**config.mk**
```make
export PLATFORM = sky130hd
export DESIGN_NAME = fpa_int_encoder
export DESIGN_NICKNAME = d
export VERILOG_FILES = /design/src/rtl/fpa_int_encoder.sv
export SDC_FILE = /design/constraint.sdc
export NUM_CORES = 1
export LEC_CHECK = 0
export CORE_UTILIZATION = 60
export CTS_CLUSTER_DIAMETER = 150
export DETAILED_ROUTE_END_ITERATION = 8
export DONT_BUFFER_PORTS = 1
export PLACE_DENSITY = 0.77
export RECOVER_POWER = 50
export SLEW_MARGIN = 25
export SYNTH_ARGS = -nofsm -noshare
export SYNTH_HDL_FRONTEND = slang
export SYNTH_SLANG_ARGS = --single-unit
```
**constraint.sdc**
```tcl
create_clock -name clk -period 2.1 [get_ports clk]
set_input_delay 0.21 -clock clk [delete_from_list [all_inputs] [get_ports clk]]
set_output_delay 0.21 -clock clk [all_outputs]
set_load 0.02 [all_outputs]
```
**src/rtl/fpa_int_encoder.sv**
```systemverilog
// -----------------------------------------------------------------------------
// fpa_int_encoder
//   Converts an 8-bit two's-complement integer into the 8-bit minifloat operand
//   format of the floating-point adder: {sign, exp[3:0], mant[2:0]} with a
//   hidden leading 1. Normalisation is a one-bit-per-cycle left shift under a
//   start/done handshake. Rounding truncates the magnitude; any dropped bits
//   raise the inexact flag. Zero is encoded as all zeros with the zero flag set.
//
// Parameters
//   BIAS        exponent bias, legal range 1..8 (BIAS + 7 must fit in 4 bits)
//
// Ports
//   clk         system clock, rising edge
//   clr         asynchronous active-low reset
//   start       conversion request, honoured only in IDLE
//   din         signed integer, captured on the edge that accepts start
//   ans         registered minifloat result, held until the next result
//   ans_except  [0] zero, [1] inexact, [3:2] reserved (0); registered with ans
//   busy        high in LOAD and NORM
//   done        one-cycle pulse in DONE; ans is valid from this cycle on
//   state       debug view of the FSM: IDLE=0, LOAD=1, NORM=2, DONE=3
// -----------------------------------------------------------------------------
module fpa_int_encoder #(
  parameter int BIAS = 7
) (
  input  logic       clk,
  input  logic       clr,
  input  logic       start,
  input  logic [7:0] din,
  output logic [7:0] ans,
  output logic [3:0] ans_except,
  output logic       busy,
  output logic       done,
  output logic [1:0] state
);

  typedef enum logic [1:0] {
    IDLE = 2'd0,
    LOAD = 2'd1,
    NORM = 2'd2,
    DONE = 2'd3
  } state_t;

  // Exponent of a value whose leading 1 is already in bit 7 (no shifts done).
  localparam logic [3:0] EXP_TOP = 4'(BIAS + 7);

  state_t     state_q;
  state_t     state_d;
  logic [7:0] in_reg;
  logic       sign;
  logic [7:0] mag;
  logic [2:0] cnt;
  logic [3:0] exp_val;

  // Every left shift moves the leading 1 one place up, so the exponent drops
  // by one per shift taken.
  assign exp_val = EXP_TOP - {1'b0, cnt};

  // ---------------------------------------------------------------------------
  // State register
  // ---------------------------------------------------------------------------
  // NOTE: sequential state uses non-blocking assignments so that every
  // register samples the pre-edge values, independent of statement order.
  always_ff @(posedge clk or negedge clr) begin
    if (!clr) state_q <= IDLE;
    else      state_q <= state_d;
  end

  // ---------------------------------------------------------------------------
  // Next-state logic
  // ---------------------------------------------------------------------------
  // NOTE: the hold value is assigned before the case so that no path leaves
  // state_d unassigned, which would otherwise infer a latch.
  always_comb begin
    state_d = state_q;
    unique case (state_q)
      IDLE: if (start)         state_d = LOAD;
      LOAD: state_d = (in_reg == 8'd0) ? DONE : NORM;
      NORM: if (mag[7])        state_d = DONE;
      DONE: state_d = IDLE;
      default: state_d = IDLE;
    endcase
  end

  // ---------------------------------------------------------------------------
  // Datapath and result registers
  // ---------------------------------------------------------------------------
  // NOTE: the working registers are reset as well as the outputs, so an
  // aborted conversion leaves no residue that could leak into a later result.
  always_ff @(posedge clk or negedge clr) begin
    if (!clr) begin
      in_reg     <= 8'd0;
      sign       <= 1'b0;
      mag        <= 8'd0;
      cnt        <= 3'd0;
      ans        <= 8'd0;
      ans_except <= 4'd0;
    end else begin
      unique case (state_q)
        IDLE: begin
          if (start) in_reg <= din;
        end
        LOAD: begin
          sign <= in_reg[7];
          // Negating -128 wraps back to 8'h80, which is the correct magnitude.
          mag  <= in_reg[7] ? 8'(~in_reg + 8'd1) : in_reg;
          cnt  <= 3'd0;
          if (in_reg == 8'd0) begin
            ans        <= 8'h00;
            ans_except <= 4'b0001;
          end
        end
        NORM: begin
          if (!mag[7]) begin
            mag <= mag << 1;
            cnt <= cnt + 3'd1;
          end else begin
            // Bit 7 is the hidden 1; the next three bits are kept and the
            // rest are truncated, only flagging inexact.
            ans        <= {sign, exp_val, mag[6:4]};
            ans_except <= {2'b00, |mag[3:0], 1'b0};
          end
        end
        default: ;
      endcase
    end
  end

  assign busy  = (state_q == LOAD) || (state_q == NORM);
  assign done  = (state_q == DONE);
  assign state = state_q;

endmodule

```
==> results.md <==
* Number of global-route vias before repair at 1277
* Leakage Power at 0.8474 nW
* Max Clk Rate at 0.5058 GHz
* Final non-filler cell total at 219
* CTS resizes at 0
* Warnings, synthesis at 0
* Vias/cell at 5.982
* Clk sink count at 32
* Die Footprint at 3219 um2
* Mapped cell area at 1798 um2
* Setup Crit Path Kind: reg -> reg
* WL/cell at 15.26 um
* Failing checks: DRC
* Cell taking the most area after synthesis: dfrtp_1
* Outcome: complete, but fails checks
* # diodes at 0
* Pins over their slew limit at 0
* Async S/R FF share, synth at 1.000
* Worst path required time at 2.30 ns
* DR pass1 iterations at 6
* Chip Width at 56.74 um
* Cell count after synthesis at 179
* Hold Path Class: in -> reg
* CTS root buf: clkbuf_4
* Final Cycle Share at 0.9414
* Crit. End Element: flip-flop
* Row cnt at 19
* First-pass GRT wire length at 5623 um
* RSZ-0062 raised after global routing: no
* IO Pins at 27
* Clock Path Buffers at 2
* Antenna-violating nets left at 0
* Commonest cells in the synthesized netlist: dfrtp_1, nand2_1, inv_1
* Most frequent cell after synthesis: dfrtp_1
* Slew @ Worst Pin at 1.412 ns
* Hold depth at 1
* Routed via count at 1310
* Setup violators final at 0
* Top post-synthesis cells by area: dfrtp_1, mux2_2, ha_1, o211ai_1, nand2_1
* Netlist cell types at 39
* Cts bufs inserted at 5
* Register area share after synthesis at 0.4454
* Gr ovfl total at 0
* Initial antenna violation count at 0
* CTS tree: yes
* I/O Buffers at 0
* Number of synthesized flops with an enable pin at 0
* Startpoint Class: flip-flop
* Clock Pin Slew Worst Setup and Hold Paths at 0.11 ns
* DP HPWL at 2229 um
* H-tree Lvls at 2
* 1st-iter DRT viols at 32
* Largest net degree at the start of global routing at 33
* Relative slew slack at 0.05861
* Minimum clock period at 1.977 ns
* Clock Skew at 0.01258 ns
* Hold_sp: din[2]
* Nets at 206
* Max Cap Viol at 0
* Yosys top cell area share at 0.4454
* FILL cells at 214
* Syn avg cell area at 10.04 um2
* Reg-to-reg slack, setup at 0.12 ns
* Synth Register Bits at 32
* DRC viols at 7
* Post-Route WL at 3341 um
* Critical Path AT at 2.17 ns
* Area Overhead vs Synth at 8.212%
* Initial Util at 0.6409
* Peak supply drop at 0.9903 mV
* Core area at 2805 um2
* Total GRT Usage at 0.2323
* Die Ht at 56.74 um
* GP Congestion at 0.7912
* Clk_lat worst skew at 0.34 ns
* R2R cell count at 5
* Placed cell count at 204
* Layout cells sized above 1 at 0.1330
* Setup TNS at 0 ns
* Count of final hold-check violations at 0
* Endpoint, Worst Hold: in_reg[2]
* Main synth FF type: dfrtp_1
* R2r endpoint: state[0]
* CP max FO at 13
* RR Startpoint: state[1]
* Cell Pwr Density at 1716 nW/um2
-- per-stage QoR --
stage,worst slack [ns],instance area [um2],hold slack [ns],total power [mW],util
5_1_grt,0.002612,1946,0.006657,3.591,0.6936
2_1_floorplan,0.4140,1802,-0.08559,2.562,-
3_5_place_dp,0.2653,1797,-0.08484,2.847,0.6405
6_report,0.1230,1946,0.01629,3.339,0.6936
3_3_place_gp,0.3769,1797,-0.08491,2.767,0.6405
4_1_cts,0.09378,1943,0.001552,3.347,0.6927
-- final cells by class --
class / instances / area, um2 / share of cell area
Clock buffer: 6 / 41.29 / 0.02122
Clock inverter: 2 / 35.03 / 0.01801
Inverter: 16 / 60.06 / 0.03087
Multi-Input combinational cell: 121 / 867.1 / 0.4457
Sequential cell: 32 / 800.8 / 0.4116
Tap cell: 31 / 38.79 / 0.01994
Timing Repair Buffer: 11 / 102.6 / 0.05273
-- power breakdown --
part	switching, mW	total, mW	leakage, nW	internal (mW)
clock	0.214	0.463	0.0422	0.249
combinational	0.792	1.50	0.408	0.705
sequential	0.472	1.38	0.397	0.907
total	1.48	3.34	0.847	1.86
-- critical path, stage by stage, from the launching register on --
cell and delay, ns:
dfrtp_1 0.51, ha_1 0.38, nand2b_1 0.15, o21ai_0 0.14, a2111oi_0 0.55, a21oi_1 0.10
-- cells by family after synthesis --
group           count (synthesis)  share of synthesized area
simple gates                   46                     0.1322
compound gates                 41                     0.1538
flops                          32                     0.4454
buf+inv                        27                    0.07446
mux                            16                    0.09743
fa+ha+maj                       8                    0.05567
xor+xnor                        8                    0.03897
other cells                     1                   0.002086
-- worst max-delay path by stage --
stage                  start       end  cells past startpoint
CTS                 state[1]  state[0]                      5
global route        state[1]  state[0]                      5
detailed placement  state[1]  state[0]                      5
global placement    state[1]    mag[6]                      7
floorplan           state[0]    ans[0]                      6
finish              state[1]  state[0]                      5
-- cells in the final DEF, fill, tap and decap left out, drive strengths merged, types with 2 or more instances in the layout --
cell          n
nand2        20
mux2         12
xnor2         5
dlygate4sd3   6
buf           4
o21ai        12
or4           2
xor2          3
clkbuf        6
a211o         2
ha            8
nand3         9
mux2i         4
dfrtp        32
a21oi         4
o22ai         3
nor3b         2
nor2b         2
and2          2
a21boi        2
inv          16
conb          2
o211ai       11
nor2          5
-- per-layer routing --
layer | up-vias | routed length (um) | share of wire | global-route usage
li1 | 634 | - | - | -
met1 | 629 | 1499 | 0.45 | 0.2789
met2 | 37 | 1610 | 0.48 | 0.3741
met3 | 10 | 157 | 0.047 | 0.06682
met4 | 0 | 74 | 0.022 | 0.1289
met5 | - | 0 | 0 | 0
-- timing repair --
action                                 4_1_cts  5_1_grt
endpoints found under the hold margin       36        1
hold buffers                                 6        1
buffers inserted                             0        0
Note: power is estimated with default switching activity, not from simulation.
